===== src/rtl/imem_loader_pkg.sv =====
// Shared types and constants for the instruction-memory program loader.
package imem_loader_pkg;

    localparam int LEN_W         = 16;
    localparam int MEM_BYTES_DEF = 64;

    typedef enum logic [2:0] {
        ST_IDLE,
        ST_LEN_HI,
        ST_LEN_LO,
        ST_DATA,
        ST_CSUM,
        ST_DONE,
        ST_ERR
    } state_e;

endpackage


===== src/rtl/imem_loader.sv =====
// Streams a length-prefixed, XOR-checksummed byte image into instruction memory
// and keeps the core in reset until the whole image has been written and verified.
module imem_loader
    import imem_loader_pkg::*;
#(
    parameter int MEM_BYTES = MEM_BYTES_DEF,
    parameter int ADDR_W    = $clog2(MEM_BYTES)
) (
    input  logic              clk,
    input  logic              reset,
    input  logic              start,
    input  logic              s_valid,
    input  logic [7:0]        s_data,
    output logic              s_ready,
    output logic              mem_we,
    output logic [ADDR_W-1:0] mem_addr,
    output logic [7:0]        mem_wdata,
    output logic              busy,
    output logic              done,
    output logic              err_len,
    output logic              err_csum,
    output logic              cpu_resetn,
    output state_e            dbg_state
);

    // Handshake: a byte moves on a rising edge when s_valid && s_ready.
    // s_ready depends on state only; the source holds s_data while stalled.

    state_e              state_q, state_d;
    logic [7:0]          len_hi_q, len_hi_d;
    logic [LEN_W-1:0]    rem_q, rem_d;
    logic [ADDR_W-1:0]   addr_q, addr_d;
    logic [7:0]          xor_q, xor_d;
    logic                we_q, we_d;
    logic [ADDR_W-1:0]   waddr_q, waddr_d;
    logic [7:0]          wdata_q, wdata_d;
    logic                err_len_q, err_len_d;
    logic                err_csum_q, err_csum_d;

    logic                xfer;
    logic [LEN_W-1:0]    len_full;

    always_ff @(posedge clk) begin
        if (reset) begin
            state_q    <= ST_IDLE;
            len_hi_q   <= '0;
            rem_q      <= '0;
            addr_q     <= '0;
            xor_q      <= '0;
            we_q       <= 1'b0;
            waddr_q    <= '0;
            wdata_q    <= '0;
            err_len_q  <= 1'b0;
            err_csum_q <= 1'b0;
        end else begin
            state_q    <= state_d;
            len_hi_q   <= len_hi_d;
            rem_q      <= rem_d;
            addr_q     <= addr_d;
            xor_q      <= xor_d;
            we_q       <= we_d;
            waddr_q    <= waddr_d;
            wdata_q    <= wdata_d;
            err_len_q  <= err_len_d;
            err_csum_q <= err_csum_d;
        end
    end

    always_comb begin
        state_d    = state_q;
        len_hi_d   = len_hi_q;
        rem_d      = rem_q;
        addr_d     = addr_q;
        xor_d      = xor_q;
        we_d       = 1'b0;
        waddr_d    = waddr_q;
        wdata_d    = wdata_q;
        err_len_d  = err_len_q;
        err_csum_d = err_csum_q;

        s_ready  = (state_q == ST_LEN_HI) || (state_q == ST_LEN_LO) ||
                   (state_q == ST_DATA)   || (state_q == ST_CSUM);
        xfer     = s_valid && s_ready;
        len_full = {len_hi_q, s_data};

        case (state_q)
            ST_IDLE, ST_DONE, ST_ERR: begin
                if (start) begin
                    state_d    = ST_LEN_HI;
                    err_len_d  = 1'b0;
                    err_csum_d = 1'b0;
                    xor_d      = '0;
                    addr_d     = '0;
                end
            end
            ST_LEN_HI: begin
                if (xfer) begin
                    len_hi_d = s_data;
                    state_d  = ST_LEN_LO;
                end
            end
            ST_LEN_LO: begin
                if (xfer) begin
                    rem_d = len_full;
                    if (len_full > LEN_W'(MEM_BYTES)) begin
                        state_d   = ST_ERR;
                        err_len_d = 1'b1;
                    end else if (len_full == '0) begin
                        state_d = ST_CSUM;
                    end else begin
                        state_d = ST_DATA;
                    end
                end
            end
            ST_DATA: begin
                if (xfer) begin
                    we_d    = 1'b1;
                    waddr_d = addr_q;
                    wdata_d = s_data;
                    // Counter reaches MEM_BYTES only after the final byte, so wrap is harmless.
                    addr_d  = addr_q + ADDR_W'(1);
                    xor_d   = xor_q ^ s_data;
                    rem_d   = rem_q - LEN_W'(1);
                    if (rem_q == LEN_W'(1)) begin
                        state_d = ST_CSUM;
                    end
                end
            end
            ST_CSUM: begin
                if (xfer) begin
                    if (s_data == xor_q) begin
                        state_d = ST_DONE;
                    end else begin
                        state_d    = ST_ERR;
                        err_csum_d = 1'b1;
                    end
                end
            end
            default: state_d = ST_IDLE;
        endcase
    end

    assign mem_we     = we_q;
    assign mem_addr   = waddr_q;
    assign mem_wdata  = wdata_q;
    assign busy       = s_ready;
    assign done       = (state_q == ST_DONE);
    assign cpu_resetn = (state_q == ST_DONE);
    assign err_len    = err_len_q;
    assign err_csum   = err_csum_q;
    assign dbg_state  = state_q;

endmodule

===== config.mk =====
export PLATFORM = sky130hd
export DESIGN_NAME = imem_loader
export DESIGN_NICKNAME = d
export VERILOG_FILES = /design/src/rtl/imem_loader_pkg.sv /design/src/rtl/imem_loader.sv
export SDC_FILE = /design/constraint.sdc
export NUM_CORES = 1
export LEC_CHECK = 0
export CAP_MARGIN = 20
export CORE_MARGIN = 5
export CORE_UTILIZATION = 48
export DETAILED_ROUTE_END_ITERATION = 12
export PLACE_DENSITY = 0.67
export SLEW_MARGIN = 20
export SYNTH_ARGS = -nofsm -noshare
export SYNTH_HDL_FRONTEND = slang
export SYNTH_SLANG_ARGS = --single-unit

===== constraint.sdc =====
create_clock -name clk -period 2.6 [get_ports clk]
set_input_delay 0.39 -clock clk [delete_from_list [all_inputs] [get_ports clk]]
set_output_delay 0.39 -clock clk [all_outputs]
set_load 0.05 [all_outputs]

Word level (Yosys, flattened, before mapping)
Cells that the tools add are included.
{ "word_totals": {"latchBits": 0, "rom_bits": 0, "register_bits": 58, "out_inout_bits": 24, "word_cells": 77, "n_memories": 0, "mem_bits_rw": 0, "in_bits": 12} }
{ "op_classes": {"div_mod_pow": 0, "mul": 0, "n_eq_ne": 16, "add_sub_neg": 2, "n_mux": 27, "shifts": 0, "reduce_logical": 19, "n_lt_le_gt_ge": 1, "n_bitwise": 2} }
{ "op_table": {"columns": ["operator", "count"], "rows": [
  ["two-way mux 16 bit", 2],
  ["case mux 16 bit (2 select lines)", 1],
  ["two-way mux 3 bit", 8],
  ["equality test 16 x 1 -> 1 bit (second input constant)", 1],
  ["> comparator 16 x 7 -> 1 bit (second input constant)", 1],
  ["logical NOT 16 bit", 1],
  ["two-way mux 8 bit", 2],
  ["case mux 8 bit (2 select lines)", 1],
  ["subtractor 16 x 1 -> 16 bit (second input constant)", 1],
  ["case mux 3 bit (5 select lines)", 1],
  ["two-way mux 6 bit", 2],
  ["!= test 2 bit (second input constant)", 6],
  ["case mux 6 bit (2 select lines)", 1],
  ["equality test 3 bit (second input constant)", 3],
  ["equality test 8 bit", 1],
  ["AND reduction 4 bit", 2],
  ["nonzero test 2 bit", 4],
  ["XOR 8 bit", 1],
  ["adder 6 x 1 -> 6 bit (second input constant)", 1],
  ["equality test 3 x 2 -> 1 bit (second input constant)", 2],
  ["two-way mux 1 bit", 6],
  ["AND reduction 3 bit", 2],
  ["AND reduction 6 bit", 1],
  ["!= test 2 x 1 -> 1 bit (second input constant)", 2],
  ["other kinds (10)", 14]
]} }

Depth between registers and ports, before layout
Gate-level depths: netlist (run 1).
{ "logic_depth": {"depth_word": 7, "mapped_depth": 7, "depth_no_buf": 7} }

Worst setup path before layout (run 1)
Ideal clock, no wire load.
{ "synth_path": {"path_type": "register to output", "start": "register state_q[1], in the netlist dbg_state[1]", "end": "output s_ready", "setup_slack_ns": -0.332, "stages_incl_launch_ff": 6, "path_buffers": 3, "arrival_ns": 2.542, "required_ns": 2.210, "cell_sequence": "dfxtp_1 -> buf_4 -> clkbuf_1 -> nor2_1 -> xnor2_1 -> buf_4"} }
{ "synth_via": {"elab_chain_cells": 4, "elab_cells_between_ends": 7, "classes_between": "eq/ne (4); reduce/logical (3)"} }
{ "synth_lines": {"columns": ["item", "line_no", "rtl"], "rows": [
  ["start: declaration", "imem_loader.sv:29", "state_e state_q, state_d;"],
  ["start signal: assignment", "imem_loader.sv:56", "state_q <= state_d;"],
  ["equality test 3 x 1 -> 1 bit or equality test 3 x 2 -> 1 bit (tied branches)", "imem_loader.sv:81", "s_ready = (state_q == ST_LEN_HI) || (state_q == ST_LEN_LO) ||"],
  ["logical OR 1 bit (2 in series)", "imem_loader.sv:81", null],
  ["logical OR 1 bit (*)", "imem_loader.sv:82", "(state_q == ST_DATA) || (state_q == ST_CSUM);"],
  ["end: declaration", "imem_loader.sv:14", "output logic s_ready,"]
]} }
Mark *: on every way between the ends. The rest lies on a longest branch, timed or not.

Final worst setup path (run 1)
{ "layout_path": {"start": "register state_q[1], in the netlist dbg_state[1]", "end": "output dbg_state[1]"} }
{ "layout_lines": {"columns": ["item", "line_no", "rtl"], "rows": [
  ["end: declaration", "imem_loader.sv:23", "output state_e dbg_state"]
]} }
No word-level cell between the ends.

==> flow_summary.toml, run 1 <==
[outcome]
status = "completed"

[place]
gp_congestion = 0.8461
numPortBuffers = 35
dp.cells = 483
dp_hpwl_um = 5547
postPlaceCellArea_um2 = 3473

[routing]
route.detailed.drc = 0
drt-initial-drc-count = 223
drt_wl_total_um = 7993
vias = 2922
wire_per_inst_um = 16.02
detail_route.vias_per_cell = 5.856
antenna_left = 0
first_pass_iters = 4

[die]
core-area_um2 = 6241
pin_count = 36
rows = 29
die_y_um = 89.34
initial_core_util_pct = 48.42
die_x_um = 89.34
die_area_um2 = 7982

[timing]
maxSlewHeadroom_pct = 56.34
fin_tns_setup_ps = 0
setup_violations = 0
layout_worst_path_cycle_share_pct = 92.38
tightestPinTransition_ps = 648.9
post-route-min-period_ps = 2402
hold_viol_final = 0
fmax_ghz = 0.4163
rsz0062_at_grt = "no"
slew_violations = 0
finClkSkew_ps = 9.614

[setup_path]
cp_max_fo = 19
worstReg2RegEnd = "addr_q[4]"
worstPathCellList = "clkdlybuf4s50_1"
path_buf_inv = 1
reg2reg_from = "dbg_state[1]"
cp-start-kind = "register"
worstPathArrival_ps = 2010
r2r_setup_slack_ps = 430
cpPeakStageDelay_ps = 930
crit_type = "register to output port"
critPathRequiredTime_ps = 2210
crit_start = "dbg_state[1]"
cpLargestDelayFamily = "buffers and inverters"
cp.depth = 1
reg2regPathDepth = 7
setup.worst_path.end = "dbg_state[1]"
endpoint_kind = "output port"
cp_slowest_cell = "clkdlybuf4s50_1"

[logic_synthesis]
synth_xor_area_share_pct = 4.058
netlist_area_um2 = 3022
yosys.area_share.simple_pct = 24.31
synthAdderAreaFrac_pct = 1.242
synth_top_area_share_pct = 38.43
synth_seq_cells = 58
synth-edff-count = 0
synthArstFlopShare_pct = 0
synth-compound-area-share_pct = 22.77
yosysTopAreaCell = "dfxtp_1"
synth_nets = 401
synth-seq-area-share_pct = 38.43
ys_types = 60
synth_top_family_by_area = "simple AND/OR/NAND/NOR gates"
synthTopCellsByArea = "dfxtp_1, a21oi_1, nand2_1"
syn_inst = 386
ys_warn_count = 0
avgSynthCellArea_um2 = 7.828
ys.flop_type = "dfxtp_1"
synthMuxAreaShare_pct = 2.981

[finish]
design_area_um2 = 3669
layout-drive-gt1-share_pct = 11.37
layout.cells.non_filler = 499
nNetsFinal = 432
antenna_cells = 0
regArea_um2 = 1161
areaGrowthSynthToFinish_pct = 21.41
multi_input_area_um2 = 1689
fillers = 600
layout.core_utilization_pct = 58.78

[global_routing]
grtUsageTotal_pct = 21.54
antenna_found_initial = 0
grt.overflow.total = 0
grt_pass1_vias = 2774
grt_pass1_wl_um = 13320
grt_max_degree = 41

[worst_hold_path]
hp-class = "register to register"

[clock_tree]
cts_hold_buf = 0
cts_resized = 0
root_buffer = "clkbuf_8"
cts_setup_buffers = 0
cts_tree = "done"
cts-htree-levels = 3
cts_made_buffers = 9
cts.sinks = 58
cts_buffer_depth = 2
cts.clk_slew.worst_paths_ps = 70
clock_latency_ps = 340

[power_and_ir_drop]
max-vdd-ir-drop_mv = 0.6663
powerDensity_nw_per_um2 = 1043
p_leak_nw = 1.356
power_mw = 3.825

[run]
maxCapViolCount = 0
cells by family (layout without fill, tap and decap cells):
logic type                 after synthesis  count (layout)
AOI/OAI and AO/OA                      111             111
xor gates and xnor gates                14              14
adders and majority gates                3               3
buffers and inverters                   45              81
DFF                                     58              58
muxes                                    9               9
and+or+nand+nor                        146             146
flip-flops by register name, summed over array words and instances, names as in the netlist:
name       cells
dbg_state      3
mem_addr       6
err_len        1
xor_q          8
addr_q         6
mem_we         1
mem_wdata      8
rem_q         16
len_hi_q       8
err_csum       1
cell usage after synthesis (all sizes together) (4+ instances only):
library cell,count
dfxtp,58
a21oi,48
nand2,47
nor2,40
o21ai,23
inv,17
clkbuf,16
or3,13
buf,12
nor3,11
xor2,10
mux2i,9
nor4,6
a211oi,4
nand3,4
nand3b,4
o22ai,4
xnor2,4
placed cells by master (no fill, tap or decap), drive strengths merged, types with 3 or more instances in the layout:
master / synthesis / final
clkdlybuf4s50: 0 / 31
mux2i: 9 / 9
o31ai: 3 / 3
ha: 3 / 3
clkinv: 0 / 4
o211ai: 3 / 3
o21ai: 23 / 23
nand4: 3 / 3
nor4: 6 / 6
nand3b: 4 / 4
nand3: 4 / 4
clkbuf: 16 / 11
or4: 3 / 3
xnor2: 4 / 4
nor3: 11 / 11
dfxtp: 58 / 58
nand2: 47 / 47
a21o: 3 / 3
buf: 12 / 17
a211oi: 4 / 4
inv: 17 / 17
o22ai: 4 / 4
or3: 13 / 13
nor2: 40 / 40
a21oi: 48 / 48
xor2: 10 / 10
layer usage:
layer | track usage, % | up-vias | routed length [um]
met5 | 0 | - | 0
met4 | 10.28 | 0 | 181
met3 | 4.793 | 18 | 418
met2 | 34.03 | 83 | 3658
met1 | 27.77 | 1390 | 3735
li1 | - | 1431 | -
stage by stage:
stage | setup WS, ps | hold WS (ps)
final | 198.1 | 455.0
after floorplan | -0.5334 | 437.1
after CTS | 179.4 | 460.7
after global routing | 103.7 | 488.0
after global placement | 303.5 | 442.7
after detailed placement | 295.6 | 449.4
how the worst min path moves through the flow:
stage / cells past startpoint / start / slack, ps / endpoint
final: 2 / mem_wdata[5] / 460 / mem_wdata[5]
after global routing: 2 / mem_addr[5] / 490 / mem_addr[5]
after CTS: 2 / mem_wdata[5] / 460 / mem_wdata[5]
after detailed placement: 2 / mem_wdata[5] / 450 / mem_wdata[5]
after global placement: 2 / mem_wdata[0] / 440 / mem_wdata[0]
after floorplan: 2 / addr_q[5] / 440 / mem_addr[5]
power by group:
group | leakage [nW] | total [mW] | internal (mW) | switching [mW]
clock | 0.103 | 0.832 | 0.465 | 0.366
sequential | 0.470 | 1.21 | 1.02 | 0.190
combinational | 0.783 | 1.78 | 0.729 | 1.05
total | 1.36 | 3.82 | 2.22 | 1.61
area by class of cell:
type	count	share of cell area [%]
multi-input combinational	283	46.04
sequential	58	31.65
timing repair buffer	48	12.62
clock buffer	11	3.854
tap	77	2.626
inverter	17	1.739
clock inverter	5	1.467
Power figures use the tool's default switching activity.
==> run 2: changes to the inputs <==
ABC_CLOCK_PERIOD_IN_PS = 2300   (was unset)
clock period = 2.3 ns   (was 2.6 ns; I/O delays follow)
==> run 2 against run 1 <==
Against the previous run: first-iteration DRC count increased by 0.45%; clock power rose by 26%; core utilization up 1.6 points; via count barely moved; clock skew increased by 4.8 ps; setup slack lost 95 ps; non-clock buffer count increased by 5; cell count rose by 1.0%; sequential power grew 16%; power is 18% higher.
==> flow_summary.toml, run 2 (synthesized netlist as in run 1, its figures left out) <==
[timing]
setup_violations = 0
holdWs_ps = 452.4
slew_violations = 0
hold_viol_final = 0
layout_worst_path_cycle_share_pct = 95.53
rsz0062_at_grt = "no"
post-route-min-period_ps = 2197
finClkSkew_ps = 14.45
maxSlewHeadroom_pct = 60.11
fmax_ghz = 0.4551
tightestPinTransition_ps = 596.1
setup_ws_ps = 102.8

[setup_path]
worstReg2RegEnd = "rem_q[12]"
reg2reg_from = "rem_q[1]"
cpLargestDelayFamily = "buffers and inverters"
worstPathCellList = "clkdlybuf4s50_1"
crit_type = "register to output port"
cp_slowest_cell = "clkdlybuf4s50_1"
cp_max_fo = 23
r2r_setup_slack_ps = 220
path_buf_inv = 1
reg2regPathDepth = 7
cp-start-kind = "register"
endpoint_kind = "output port"
cpPeakStageDelay_ps = 890
worstPathArrival_ps = 1850
critPathRequiredTime_ps = 1960

[clock_tree]
cts.sinks = 58
cts_tree = "done"
cts_buffer_depth = 2
cts_resized = 0
root_buffer = "clkbuf_8"
cts.clk_slew.worst_paths_ps = 70
cts_hold_buf = 0
cts_setup_buffers = 0
clock_latency_ps = 340
cts_made_buffers = 9
cts-htree-levels = 3

[place]
numPortBuffers = 35
gp_congestion = 0.8785
dp_hpwl_um = 5771
place_ws_ps = 224.5
postPlaceCellArea_um2 = 3552

[power_and_ir_drop]
p_leak_nw = 1.395
internal_power_mw = 2.663
max-vdd-ir-drop_mv = 0.6278
pwr-share-comb_pct = 45.6
pwr-share-clk_pct = 23.3
powerDensity_nw_per_um2 = 1197
seq_power_share_pct = 31.1
power_switching_mw = 1.851
power_mw = 4.514
swShare_pct = 41.01

[die]
pin_count = 36
die_y_um = 89.34
rows = 29
initial_core_util_pct = 48.42
core-area_um2 = 6241
die_x_um = 89.34
die_area_um2 = 7982

[finish]
antenna_cells = 0
final_common_cell = "dfxtp_1"
areaGrowthSynthToFinish_pct = 24.80
layout-drive-gt1-share_pct = 13.11
largest_register = "rem_q"
nNetsFinal = 437
layout_common_cells = "dfxtp_1, nand2_1, a21oi_1"
largest_reg_flops = 16
design_area_um2 = 3771

[global_routing]
grt.met1_usage_pct = 29.04
grtUsageMet3_pct = 5.161
grt_max_degree = 27
antenna_found_initial = 0
grt.overflow.total = 0
grt.busiest_layer = "met2"
use_met2_pct = 34.63
grt_pass1_vias = 2811
grt_pass1_wl_um = 13680
grtUsageTotal_pct = 22.19

[run]
maxCapViolCount = 0

[outcome]
status = "completed"

[worst_hold_path]
worstHoldPathCells = 2
hp-class = "register to register"
min-delay-start = "mem_wdata[3]"
hold_end = "mem_wdata[3]"

[routing]
detail_route.vias_per_cell = 5.796
first_pass_iters = 4
drt_wl_total_um = 8334
drt-initial-drc-count = 224
route.detailed.drc = 0
vias = 2921
antenna_left = 0
wire_per_inst_um = 16.54
[run 2: final cells by class]
cell class | instances | area (um2)
Multi-Input combinational cell | 283 | 1705
Tap cell | 77 | 96.34
Sequential cell | 58 | 1164
Clock buffer | 11 | 141.4
Inverter | 17 | 63.81
Clock inverter | 5 | 77.57
Fill cell | 591 | 2470
Timing Repair Buffer | 53 | 523.0
[run 2: how the worst max path moves through the flow]
stage,start,to,slack [ps],cells after the start
after detailed placement,rem_q[0],rem_q[12],220,7
after floorplan,dbg_state[0],s_ready,-50,5
after CTS,dbg_state[1],dbg_state[1],100,1
after global placement,s_data[3],dbg_state[2],250,6
after global routing,dbg_state[1],dbg_state[1],60,1
final,dbg_state[1],dbg_state[1],100,1
[run 2: power by group through the flow]
| stage | Combinational [mW] | Sequential [mW] | Clock (mW) |
|---|---|---|---|
| floorplan | 1.44 | 1.41 | 0 |
| global placement | 2.02 | 1.41 | 0 |
| detailed placement | 2.05 | 1.42 | 0 |
| CTS | 2.06 | 1.40 | 1.06 |
| global route | 2.24 | 1.43 | 1.10 |
| finish | 2.06 | 1.40 | 1.05 |
[run 2: per-layer routing]
metal | share of wire [%] | up-vias | wire length, um
li1 | - | 1447 | -
met1 | 46 | 1355 | 3863
met2 | 46 | 100 | 3799
met3 | 6.3 | 19 | 528
met4 | 1.7 | 0 | 142
met5 | 0 | - | 0
[run 2: through the flow]
stage	utilization, %	setup TNS [ps]	std cells
floorplan	-	-49.40	386
global placement	56.92	0	488
detailed placement	56.92	0	488
CTS	60.43	0	504
global route	60.43	0	504
finish	60.43	0	504
==> run 3: changes to the inputs <==
ABC_CLOCK_PERIOD_IN_PS = 2090   (was 2300)
REMOVE_ABC_BUFFERS = 1   (was unset)
clock period = 2.09 ns   (was 2.3 ns; I/O delays follow)
==> run 3 against run 2 <==
Against the previous run: first-iteration DRC count shrank 1.8%; critical path type is now register to register; critical path depth grew 6; clock skew shrank 2.3 ps.
==> flow_summary.toml, run 3 (synthesized netlist as in run 1, its figures left out) <==
[power_and_ir_drop]
internal_power_mw = 2.727
power_switching_mw = 2.060
max-vdd-ir-drop_mv = 0.5991
powerDensity_nw_per_um2 = 1266
pwr-share-comb_pct = 50.3
swShare_pct = 43.03
seq_power_share_pct = 31.1
p_leak_nw = 1.420
pwr-share-clk_pct = 18.6

[global_routing]
grt_pass1_vias = 2608
grt_max_degree = 27
grtUsageTotal_pct = 21.62
grt.overflow.total = 0
grt_pass1_wl_um = 13050
antenna_found_initial = 0

[finish]
layout_common_cells = "dfxtp_1, nand2_1, a21oi_1"
largest_register = "rem_q"
antenna_cells = 0
final_common_cell = "dfxtp_1"
largest_reg_flops = 16
areaGrowthSynthToFinish_pct = 25.09
layout-drive-gt1-share_pct = 15.37
nNetsFinal = 446
layout.cells.non_filler = 513

[timing]
maxSlewHeadroom_pct = 65.36
post-route-min-period_ps = 2028
hold_viol_final = 0
fmax_ghz = 0.4932
finClkSkew_ps = 12.11
holdWs_ps = 452.1
setup_violations = 0
slew_violations = 0
tightestPinTransition_ps = 518.4
layout_worst_path_cycle_share_pct = 97.01

[routing]
vias = 2954
drt_wl_total_um = 8278
detail_route.vias_per_cell = 5.758
drt-initial-drc-count = 220
route.detailed.drc = 0
antenna_left = 0
first_pass_iters = 6
wire_per_inst_um = 16.14

[setup_path]
cpPeakStageDelay_ps = 510
r2r_setup_slack_ps = 60
reg2regPathDepth = 7
worstPathCellList = "inv_1 > ha_2 > or3b_4 > or2_4 > or4_4 > o21ai_2 > a211oi_1"
crit_type = "register to register"
worstPathArrival_ps = 2250
path_buf_inv = 1
cp-start-kind = "register"
cp_max_fo = 5
cpLargestDelayFamily = "simple AND/OR/NAND/NOR gates"
cp_slowest_cell = "or4_4"
critPathRequiredTime_ps = 2310
worstReg2RegEnd = "rem_q[12]"
reg2reg_from = "rem_q[0]"
endpoint_kind = "register"

[place]
dp.cells = 496
numPortBuffers = 35
dp_hpwl_um = 5703
gp_congestion = 0.9043

[die]
core-area_um2 = 6241
initial_core_util_pct = 48.42
pin_count = 36
rows = 29
die_y_um = 89.34
die_area_um2 = 7982
die_x_um = 89.34

[worst_hold_path]
min-delay-start = "mem_wdata[3]"
hp-class = "register to register"
hold_end = "mem_wdata[3]"
worstHoldPathCells = 2

[clock_tree]
cts_tree = "done"
cts.clk_slew.worst_paths_ps = 70
cts_made_buffers = 9
cts_buffer_depth = 2
cts_hold_buf = 0
clock_latency_ps = 340
cts-htree-levels = 3
cts.sinks = 58
root_buffer = "clkbuf_8"

[outcome]
status = "completed"

[run]
maxCapViolCount = 0
## run 3: what timing repair did
item / in CTS / in global routing
resized for setup: 1 / 5
setup endpoints to repair: 2 / 5
setup buffers: 0 / 1
endpoints found under the hold margin: 0 / 0
## run 3: area by class of cell
| type | instances | area [um2] |
|---|---|---|
| Multi-Input combinational cell | 283 | 1692 |
| Inverter | 17 | 63.81 |
| Clock inverter | 5 | 31.28 |
| Tap cell | 77 | 96.34 |
| Sequential cell | 58 | 1164 |
| Timing Repair Buffer | 62 | 601.8 |
| Fill cell | 566 | 2461 |
| Clock buffer | 11 | 131.4 |
## run 3: power groups by stage
stage	logic [mW]	clock network, mW	registers, mW
floorplan	1.34	0	1.63
global placement	2.31	0	1.49
detailed placement	2.33	0	1.50
CTS	2.35	0.906	1.48
global route	2.59	0.964	1.51
finish	2.41	0.892	1.49
## run 3: metal layers
metal	routed length, um	track usage, %	vias up
met2	3842	33.02	98
met5	0	0	-
li1	-	-	1462
met4	92	7.037	0
met1	3799	29.48	1385
met3	543	5.991	9
## run 3: stage by stage
| stage | setup TNS (ps) | worst slack [ps] | utilization [%] | area, um2 | power (mW) |
|---|---|---|---|---|---|
| 6_report | 0 | 62.41 | 60.57 | 3780 | 4.787 |
| 5_1_grt | -1.296 | -1.296 | 60.57 | 3780 | 5.064 |
| 2_1_floorplan | -32900 | -1128 | - | 2898 | 2.973 |
| 4_1_cts | 0 | 23.70 | 60.26 | 3761 | 4.736 |
| 3_3_place_gp | 0 | 71.84 | 57.54 | 3591 | 3.793 |
| 3_5_place_dp | 0 | 17.33 | 57.54 | 3591 | 3.823 |
## run 3: worst reg2reg max path, stage by stage, from the launching register on
cell	delay [ps]
dfxtp_1	350
inv_1	70
ha_2	180
or3b_4	390
or2_4	270
or4_4	510
o21ai_2	60
a211oi_1	70
## run 3: worst max path at each step
stage / from / endpoint / slack [ps] / cells past startpoint
6_report: rem_q[0] / rem_q[12] / 60 / 7
3_5_place_dp: s_data[7] / dbg_state[0] / 20 / 6
2_1_floorplan: dbg_state[0] / busy / -1130 / 2
4_1_cts: dbg_state[0] / done / 20 / 4
5_1_grt: rem_q[0] / rem_q[12] / -1 / 7
3_3_place_gp: s_data[4] / dbg_state[0] / 70 / 6
